`src/rtl/mult_seq_ctrl.sv`:
```
// Sequences one signed 32x32 operand pair at a time through a multi-cycle Radix4 multiplier.
// Latency: res_valid rises START_CYCLES+MULT_LATENCY+1 edges after accept; HOLD stalls until res_ready.
module mult_seq_ctrl #(
  parameter int unsigned START_CYCLES = 2,
  parameter int unsigned MULT_LATENCY = 18
) (
  input  logic        clk,
  input  logic        rst,
  input  logic        op_valid,
  output logic        op_ready,
  input  logic [31:0] op_a,
  input  logic [31:0] op_b,
  output logic        mult_start,
  output logic [31:0] mult_a,
  output logic [31:0] mult_b,
  input  logic [63:0] mult_result,
  output logic        res_valid,
  input  logic        res_ready,
  output logic [63:0] res_data,
  output logic [15:0] done_count
);

  typedef enum logic [1:0] {IDLE, START, WAIT, HOLD} state_t;

  state_t     state;
  logic [7:0] cnt;

  // Gated by rst so the first cycle after reset release already advertises readiness.
  assign op_ready = (state == IDLE) && !rst;

  always_ff @(posedge clk) begin
    if (rst) begin
      state      <= IDLE;
      cnt        <= 8'd0;
      mult_start <= 1'b0;
      mult_a     <= 32'd0;
      mult_b     <= 32'd0;
      res_valid  <= 1'b0;
      res_data   <= 64'd0;
      done_count <= 16'd0;
    end else begin
      case (state)
        IDLE: begin
          if (op_valid) begin
            mult_a     <= op_a;
            mult_b     <= op_b;
            cnt        <= 8'd0;
            mult_start <= 1'b1;
            state      <= START;
          end
        end
        START: begin
          if (cnt == 8'(START_CYCLES - 1)) begin
            cnt        <= 8'd0;
            mult_start <= 1'b0;
            state      <= WAIT;
          end else begin
            cnt <= cnt + 8'd1;
          end
        end
        WAIT: begin
          // Product settles MULT_LATENCY cycles after mult_start falls; sample on the edge after that.
          if (cnt == 8'(MULT_LATENCY)) begin
            res_data  <= mult_result;
            res_valid <= 1'b1;
            state     <= HOLD;
          end else begin
            cnt <= cnt + 8'd1;
          end
        end
        HOLD: begin
          if (res_ready) begin
            res_valid  <= 1'b0;
            done_count <= done_count + 16'd1;
            state      <= IDLE;
          end
        end
        default: state <= IDLE;
      endcase
    end
  end

endmodule

```
`config.mk`:
```
export PLATFORM = sky130hd
export DESIGN_NAME = mult_seq_ctrl
export DESIGN_NICKNAME = d
export VERILOG_FILES = /design/src/rtl/mult_seq_ctrl.sv
export SDC_FILE = /design/constraint.sdc
export NUM_CORES = 1
export LEC_CHECK = 0
export ABC_AREA = 1
export CAP_MARGIN = 20
export CORE_MARGIN = 2
export CORE_UTILIZATION = 44
export DETAILED_ROUTE_END_ITERATION = 7
export PLACE_DENSITY_LB_ADDON = 0.15
export SYNTH_ARGS = -nofsm -noshare
export SYNTH_HDL_FRONTEND = slang
export SYNTH_SLANG_ARGS = --single-unit
```
`constraint.sdc`:
```
create_clock -name clk -period 4.5 [get_ports clk]
set_input_delay 0.9 -clock clk [delete_from_list [all_inputs] [get_ports clk]]
set_output_delay 0.9 -clock clk [all_outputs]
set_load 0.005 [all_outputs]
```
# After elaboration in Yosys (flattened, before gate mapping)
# Cells that the tools add are included.
[totals]
wordCells = 48
out_inout_bits = 147
regBits = 156
in_bits = 132
[classes]
eq_ne = 10
n_addsub = 2
muxes = 15
reduce_logical = 13
[op_table]
columns = ["operator", "count"]
rows = [
  ["$mux W8", 3],
  ["$pmux W8 S3", 1],
  ["$add A16 B1 Y16 const B", 1],
  ["$ne A2 B2 Y1 const B", 5],
  ["$reduce_and A3 Y1", 3],
  ["$add A8 B1 Y8 const B", 1],
  ["$eq A8 B1 Y1 const B", 1],
  ["$eq A8 B5 Y1 const B", 1],
  ["$mux W2", 4],
  ["$pmux W2 S4", 1],
  ["$reduce_and A2 Y1", 3],
  ["$eq A2 B2 Y1 const B", 2],
  ["$mux W1", 4],
  ["$pmux W1 S2", 2],
  ["$reduce_and A4 Y1", 1],
  ["$reduce_bool A2 Y1", 2],
  ["$reduce_bool A3 Y1", 1],
  ["$eq A2 B1 Y1 const B", 1],
  ["$logic_not A2 Y1", 1],
  ["$logic_and A1 B1 Y1", 1],
  ["$logic_not A1 Y1", 1],
]

# Depth between registers and ports, before layout
# Gate-level depths: netlist of run 1.
[logic_depth]
depth_word = 3
depth_mapped = 11
ltp_nobuf = 11

# Worst setup path before layout of run 1
# No wires, ideal clock.
[synth_timing]
path_type = "input to output"
start = "in rst"
end = "out op_ready"
required_time_ns = 3.600
slack_ns = 2.356
cell_stages = 2
t_arrival_ns = 1.244
path_buffers = 1
path_cell_list = "clkbuf_1 -> nor2_1"
[synth_via]
elab_chain_cells = 2
[synth_lines]
columns = ["item", "line", "rtl"]
rows = [
  ["from (decl)", "8", "input logic rst,"],
  ["$logic_not A1 Y1", "29", "assign op_ready = (state == IDLE) && !rst;"],
  ["$logic_and A1 B1 Y1", "29", ""],
  ["to (decl)", "10", "output logic op_ready,"],
]
# No other way between the ends.

# Worst setup path after layout of run 1
# Ends and elaborated chain as after synthesis.

==> tab_implementation.tex, run 1 <==
\begin{tabular}{lr}
\hline
Metric & Value \\
\hline
\multicolumn{2}{l}{\textbf{Setup path}} \\
Worst Path Class, Setup & in2out \\
CP Max Fanout & 12 \\
Cell repeated most along the worst path & sky130\_fd\_sc\_hd\_\_clkdlybuf4s50\_1 \\
Critical path's slowest cell & sky130\_fd\_sc\_hd\_\_clkdlybuf4s50\_1 \\
Delay contributed by the slowest stage of the critical path & around 0.5 ns \\
Path depth of the worst reg2reg path & 11 \\
CP arrival & 2.10 ns \\
Crit end category & primary output \\
Startpoint type of the worst setup path & primary input \\
Critical path data required time & between 3 and 4 ns \\
Critical-path cell list & clkdlybuf4s50\_1 -> buf\_4 -> nor2\_1 -> clkdlybuf4s50\_1 \\
\multicolumn{2}{l}{\textbf{Min path}} \\
Min-Delay Path Class & reg2reg \\
Cell depth of the worst min-delay path & 2 \\
\multicolumn{2}{l}{\textbf{Floorplan}} \\
Die Y & between 100 and 150 µm \\
Placeable core region & 0.01324 mm² \\
Floorplan row count & 42 \\
Initial core utilization & $\sim$45\% \\
I/O pin cnt & 279 \\
Overall die area & between 0.01 and 0.015 mm² \\
Die X & 120.3 µm \\
\multicolumn{2}{l}{\textbf{Place}} \\
Inst Count DP & 1222 \\
Number of buffers inserted by port buffering & 278 \\
RePlAce Congestion & 0.8578 \\
Sum of net half-perimeters after detailed placement & around 12000 µm \\
\multicolumn{2}{l}{\textbf{Timing}} \\
Share of the clock period used by the worst path after layout & 66.68\% \\
Final-report setup violation count & 0 \\
Worst slew pin tran & 0.8035 ns \\
Relative slew slack & 46.43\% \\
Max Freq & 0.3333 GHz \\
Fin Hold WS & between 0.4 and 0.5 ns \\
Final clock skew & around 0.0084 ns \\
RSZ-0062 raised after global routing & no \\
Number of hold violations in the final report & 0 \\
Fin Setup TNS & 0 ns \\
Tmin final & approximately 3 ns \\
Final max-slew violation count & 0 \\
\multicolumn{2}{l}{\textbf{Synth}} \\
Post-synth ARST share & 0\% \\
Share of the synthesized area in the top cell type & 52.46\% \\
Count leader, synth & sky130\_fd\_sc\_hd\_\_nor2\_1 \\
Prevailing post-synth register cell & sky130\_fd\_sc\_hd\_\_dfxtp\_1 \\
Most area-consuming cells after synthesis & sky130\_fd\_sc\_hd\_\_dfxtp\_1, sky130\_fd\_sc\_hd\_\_nor2\_1, sky130\_fd\_sc\_hd\_\_o21ai\_0 \\
Post-Syn Nets & approximately 950 \\
Number of warning messages in the yosys log & 0 \\
FF+latch count, synth & 156 \\
Library cells used by synthesis & 27 \\
EDFF count, synth & 0 \\
Post-synth top cells & sky130\_fd\_sc\_hd\_\_nor2\_1, sky130\_fd\_sc\_hd\_\_dfxtp\_1, sky130\_fd\_sc\_hd\_\_o21ai\_0, sky130\_fd\_sc\_hd\_\_nand2\_1, sky130\_fd\_sc\_hd\_\_inv\_1 \\
Post-Syn Area & 0.005953 mm² \\
Number of standard cells after synthesis & 804 \\
Portion of the post-synthesis area used by sequential elements & 52.46\% \\
Yosys top cell by area & sky130\_fd\_sc\_hd\_\_dfxtp\_1 \\
Average cell area after synthesis & 7.404 µm² \\
\multicolumn{2}{l}{\textbf{GRT}} \\
Maximum number of pins on one net before global-route repair & 95 \\
First-pass GRT wire length & 26900 µm \\
Number of global-route vias before repair & $\sim$5300 \\
Total grt overflow & 0 \\
Global-route usage over all layers & 23.53\% \\
Number of antenna violations at the first check in global routing & 0 \\
\multicolumn{2}{l}{\textbf{Clock network}} \\
Hold bufs inserted after CTS & 0 \\
CTS Buffer Depth & 2 \\
Clock slew seen by the registers of the worst setup and hold paths & $\sim$0.060 ns \\
TritonCTS buffer count & 17 \\
Number of gates given a new drive strength after cts & 0 \\
H-tree depth & 4 \\
Clock tree from TritonCTS & yes \\
Clock network latency to the later pin of the worst-skew pair & 0.42 ns \\
Number of setup buffers added after CTS & 0 \\
Clock tree sinks & 156 \\
CTS root buffer & sky130\_fd\_sc\_hd\_\_clkbuf\_16 \\
\multicolumn{2}{l}{\textbf{Final layout}} \\
Util after Layout & a little under three quarters \\
Antenna diode count & 0 \\
Share of post-route cells with drive strength above 1 & 4.178\% \\
Final non-filler cell total & around 1300 \\
Final-stage net count & 1206 \\
Area overhead of the layout relative to synthesis & 57.84\% \\
\multicolumn{2}{l}{\textbf{Routing}} \\
Routed len/inst & approximately 14 µm \\
Wire length after detailed routing & 17520 µm \\
Antenna-violating nets left & 0 \\
Vias per Instance & around 4.7 \\
DRC & 0 \\
Number of iterations in the first detailed-routing pass & 5 \\
Starting DRT DRC Count & 375 \\
Routed via count & around 6000 \\
\multicolumn{2}{l}{\textbf{Power and ir drop}} \\
Total power consumption of the routed design & 0.004116 W \\
Total power divided by cell area & roughly 440 mW/mm² \\
Leak & 3.608 nW \\
Worst vdd ir & around 0.00036 V \\
\multicolumn{2}{l}{\textbf{Run}} \\
Max-cap violation count & 0 \\
\multicolumn{2}{l}{\textbf{Status}} \\
Outcome & complete, no violations \\
\hline
\end{tabular}
## through the flow
step                instance area [µm²]  setup WS, ns
global placement                   8798         1.490
finish                             9397         1.499
detailed placement                 8818         1.493
CTS                                9397         1.495
global route                       9397         1.457
floorplan                          5953         2.356
## registers in the layout, indices dropped and copies added (netlist names)
register,flops
mult_start,1
res_valid,1
done_count,16
cnt,8
res_data,64
mult_a,32
state,2
mult_b,32
## critical path, delay by kind of cell
family,cells,cell delay (ns)
buffers and inverters,3,1.09
AND/OR/NAND/NOR,1,0.11
## cell families after synthesis
logic type / after synthesis / share of synthesized area [%]
and+or+nand+nor: 386 / 25.09
AOI/OAI and AO/OA: 164 / 14.10
DFF: 156 / 52.46
buffers and inverters: 88 / 6.305
adders and majority gates: 9 / 1.892
xor gates and xnor gates: 1 / 0.1471
## report_power, final
| group | total [W] | switching [W] | internal [W] | leakage (nW) |
|---|---|---|---|---|
| clock | 0.00140 | 0.000531 | 0.000866 | 0.292 |
| combinational | 0.00105 | 0.000490 | 0.000559 | 2.04 |
| sequential | 0.00167 | 0.000100 | 0.00157 | 1.27 |
| total | 0.00412 | 0.00112 | 0.00299 | 3.61 |
## placed cells by master (no fill, tap or decap)
cell type,netlist,layout
sky130_fd_sc_hd__o21ai_1,40,40
sky130_fd_sc_hd__o211a_1,1,1
sky130_fd_sc_hd__xor2_1,1,1
sky130_fd_sc_hd__inv_1,42,41
sky130_fd_sc_hd__o21a_1,1,1
sky130_fd_sc_hd__nand2_2,1,2
sky130_fd_sc_hd__clkbuf_1,27,2
sky130_fd_sc_hd__bufinv_16,0,2
sky130_fd_sc_hd__a211oi_1,1,1
sky130_fd_sc_hd__clkdlybuf4s50_1,0,278
sky130_fd_sc_hd__clkinv_2,0,7
sky130_fd_sc_hd__nor2_4,1,1
sky130_fd_sc_hd__or2_2,1,1
sky130_fd_sc_hd__nor2_1,297,297
sky130_fd_sc_hd__inv_2,2,3
sky130_fd_sc_hd__nand2_1,62,61
sky130_fd_sc_hd__ha_1,9,9
sky130_fd_sc_hd__o21bai_1,2,2
sky130_fd_sc_hd__o21ai_0,100,100
sky130_fd_sc_hd__buf_4,6,6
sky130_fd_sc_hd__nor3b_1,1,1
sky130_fd_sc_hd__clkbuf_8,0,4
sky130_fd_sc_hd__a21oi_1,18,18
sky130_fd_sc_hd__nor3_1,6,6
sky130_fd_sc_hd__dfxtp_1,156,156
sky130_fd_sc_hd__clkbuf_16,0,17
sky130_fd_sc_hd__a21oi_2,1,1
sky130_fd_sc_hd__buf_12,0,1
sky130_fd_sc_hd__nand3_1,17,17
## final timing paths
path / startpoint / slack, ns / to
worst min register to register: mult_b[18] / 0.48 / mult_b[18]
worst min-delay path: mult_b[18] / 0.48 / mult_b[18]
worst max-delay path: rst / 1.50 / op_ready
worst max register to register: cnt[0] / 2.15 / cnt[0]
## per-layer routing
metal	global-route usage, %	up-vias	part of all wire, %
met5	0	-	0
met4	8.140	0	1.9
met3	8.774	20	9.1
met2	40.87	218	49
met1	26.53	2641	40
li1	-	3071	-
## layout make-up
class / instances / area (µm²)
Multi-Input combinational cell: 560 / 2457
Sequential cell: 156 / 3123
Tap cell: 176 / 220.2
Inverter: 45 / 170.2
Fill cell: 1129 / 3846
Clock inverter: 8 / 90.09
Clock buffer: 23 / 488.0
Timing Repair Buffer: 285 / 2848
No activity file was read; power rests on OpenSTA's default activity.
==> inputs of run 2 (changes only) <==
--- a/config.mk
+++ b/config.mk
@@ -8,7 +8,7 @@
 export ABC_AREA = 1
 export CAP_MARGIN = 20
 export CORE_MARGIN = 2
-export CORE_UTILIZATION = 44
+export CORE_UTILIZATION = 37
 export DETAILED_ROUTE_END_ITERATION = 7
 export PLACE_DENSITY_LB_ADDON = 0.15
 export SYNTH_ARGS = -nofsm -noshare
==> constraint.sdc (replaced) <==
create_clock -name clk -period 2.5 [get_ports clk]
set_input_delay 0.5 -clock clk [delete_from_list [all_inputs] [get_ports clk]]
set_output_delay 0.5 -clock clk [all_outputs]
set_load 0.005 [all_outputs]
==> tab_implementation.tex, run 2 (synthesis results as in run 1) <==
\begin{tabular}{lr}
\hline
Metric & Value \\
\hline
\multicolumn{2}{l}{\textbf{Final layout}} \\
Regs by FF count & res\_data (64), mult\_a (32), mult\_b (32) \\
Commonest non-fill, non-tap cells in the layout & sky130\_fd\_sc\_hd\_\_nor2\_1, sky130\_fd\_sc\_hd\_\_clkdlybuf4s50\_1, sky130\_fd\_sc\_hd\_\_dfxtp\_1 \\
Largest register FFs & 64 \\
Fill count & about 1500 \\
Antenna diode count & 0 \\
Share of post-route cells with drive strength above 1 & 4.449\% \\
Most common library cell in the layout ignoring fill and taps & sky130\_fd\_sc\_hd\_\_nor2\_1 \\
Top register by number of flip-flops & res\_data \\
Area overhead of the layout relative to synthesis & 60.11\% \\
Final-stage net count & 1207 \\
\multicolumn{2}{l}{\textbf{Routing}} \\
Routed len/inst & 13.50 µm \\
Number of iterations in the first detailed-routing pass & 4 \\
Starting DRT DRC Count & 282 \\
Vias per Instance & 4.547 \\
Antenna-violating nets left & 0 \\
DRC & 0 \\
Routed via count & approximately 5900 \\
Wire length after detailed routing & 17480 µm \\
\multicolumn{2}{l}{\textbf{Min path}} \\
Min-Delay Path Class & reg2reg \\
\multicolumn{2}{l}{\textbf{GRT}} \\
Total grt overflow & 0 \\
Number of antenna violations at the first check in global routing & 0 \\
Met1 Resource Use GR & 23.42\% \\
Maximum number of pins on one net before global-route repair & approximately 100 \\
Number of global-route vias before repair & 5337 \\
Most congested layer reported by global routing & met2 \\
First-pass GRT wire length & 26410 µm \\
Global-route usage over all layers & 19.66\% \\
Global-route met2 utilization & 32.81\% \\
Fraction of met3 tracks used by global routing & between 7 and 8\% \\
\multicolumn{2}{l}{\textbf{Timing}} \\
Worst slew pin tran & between 0.4 and 0.5 ns \\
Relative slew slack & 67.80\% \\
Max Freq & 0.4434 GHz \\
Number of hold violations in the final report & 0 \\
Share of the clock period used by the worst path after layout & 90.21\% \\
Final clock skew & 0.006113 ns \\
Final-report setup violation count & 0 \\
Tmin final & roughly 2.3 ns \\
Final max-slew violation count & 0 \\
Fin Setup TNS & 0 ns \\
RSZ-0062 raised after global routing & no \\
\multicolumn{2}{l}{\textbf{Setup path}} \\
Cell repeated most along the worst path & sky130\_fd\_sc\_hd\_\_inv\_1 \\
Critical-path cell list & inv\_1 -> ha\_1 -> inv\_1 -> nor2\_1 -> clkdlybuf4s50\_1 \\
CP Max Fanout & 5 \\
Startpoint type of the worst setup path & flop \\
Category of cells accounting for the largest share of critical-path delay & buffers and inverters \\
CP arrival & 1.76 ns \\
Delay contributed by the slowest stage of the critical path & about 0.50 ns \\
Worst Path Class, Setup & reg2out \\
Critical path's slowest cell & sky130\_fd\_sc\_hd\_\_clkdlybuf4s50\_1 \\
Critical path data required time & 2.00 ns \\
Crit end category & primary output \\
Worst path bufs/invs & 3 \\
\multicolumn{2}{l}{\textbf{Clock network}} \\
H-tree depth & 4 \\
CTS Buffer Depth & 2 \\
TritonCTS buffer count & 17 \\
Number of gates given a new drive strength after cts & 0 \\
Clock network latency to the later pin of the worst-skew pair & 0.42 ns \\
Clock slew seen by the registers of the worst setup and hold paths & 0.06 ns \\
Number of setup buffers added after CTS & 0 \\
CTS root buffer & sky130\_fd\_sc\_hd\_\_clkbuf\_16 \\
Hold bufs inserted after CTS & 0 \\
Clock tree from TritonCTS & yes \\
Clock tree sinks & 156 \\
\multicolumn{2}{l}{\textbf{Floorplan}} \\
Die X & 130.8 µm \\
Initial core utilization & 37.61\% \\
I/O pin cnt & 279 \\
Overall die area & between 0.015 and 0.02 mm² \\
Floorplan row count & 46 \\
Die Y & 130.8 µm \\
Placeable core region & 0.01583 mm² \\
\multicolumn{2}{l}{\textbf{Status}} \\
Outcome & complete, no violations \\
\multicolumn{2}{l}{\textbf{Place}} \\
RePlAce Congestion & 0.8028 \\
Number of buffers inserted by port buffering & around 280 \\
Sum of net half-perimeters after detailed placement & around 12000 µm \\
\multicolumn{2}{l}{\textbf{Power and ir drop}} \\
Leak & $\sim$3.6 nW \\
Total power consumption of the routed design & 0.007586 W \\
Total power divided by cell area & $\sim$800 mW/mm² \\
Worst vdd ir & 0.0004429 V \\
\multicolumn{2}{l}{\textbf{Run}} \\
Max-cap violation count & 0 \\
\hline
\end{tabular}
## run 2: changes by cell type in the layout (fill, tap and decap cells not counted), sizes merged
cell,before,now
bufinv,2,3
buf,7,8
clkinvlp,0,3
clkinv,7,4
inv,44,47
clkbuf,23,20
## run 2: layer usage
metal	wire length, µm	part of all wire (%)	up-vias
met2	8109	46	193
met1	7473	43	2598
met3	1540	8.8	24
met4	361	2.1	0
li1	-	-	3073
met5	0	0	-
## run 2: worst register-to-register path, cell delays in order (launching register included)
cell and delay, ns:
sky130_fd_sc_hd__dfxtp_1 0.42, sky130_fd_sc_hd__inv_1 0.10, sky130_fd_sc_hd__ha_1 0.25, sky130_fd_sc_hd__inv_1 0.09
sky130_fd_sc_hd__or2_2 0.13, sky130_fd_sc_hd__nand2_1 0.06, sky130_fd_sc_hd__a21oi_2 0.38, sky130_fd_sc_hd__nand2_1 0.10
sky130_fd_sc_hd__nand2_1 0.12, sky130_fd_sc_hd__nor2_1 0.06
## run 2: layout make-up
class,instances,area (µm²),share of cell area (%)
inverters,45,170.2,1.785
clock inverters,12,161.4,1.693
repair buffers,286,2893,30.35
flip-flops and latches,156,3123,32.76
well taps,216,270.3,2.835
multi-input cells,560,2457,25.78
clock buffers,20,456.7,4.791
## run 2: report_power, final
part	total [W]	switching [W]	internal (W)
Combinational	0.00191	0.000884	0.00103
Sequential	0.00300	0.000182	0.00282
Clock	0.00267	0.00104	0.00163
## run 2: through the flow
stage	worst slack, ns	util, %	cells	cell area (µm²)	hold WS (ns)
4_1_cts	0.2160	60.22	1295	9532	0.4834
2_1_floorplan	0.9980	-	804	5953	0.4531
5_1_grt	0.1506	60.22	1295	9532	0.4997
3_5_place_dp	0.4026	56.32	1263	8914	0.4686
3_3_place_gp	0.4199	56.32	1263	8914	0.4555
6_report	0.2448	60.22	1295	9532	0.4793
## run 2: final timing paths
check	from	to	slack, ns	depth (start not counted)
setup / recovery	state[0]	op_ready	0.24	5
hold / removal	res_data[40]	res_data[40]	0.48	2
setup reg to reg	state[0]	cnt[2]	0.68	9
hold reg to reg	res_data[40]	res_data[40]	0.48	2
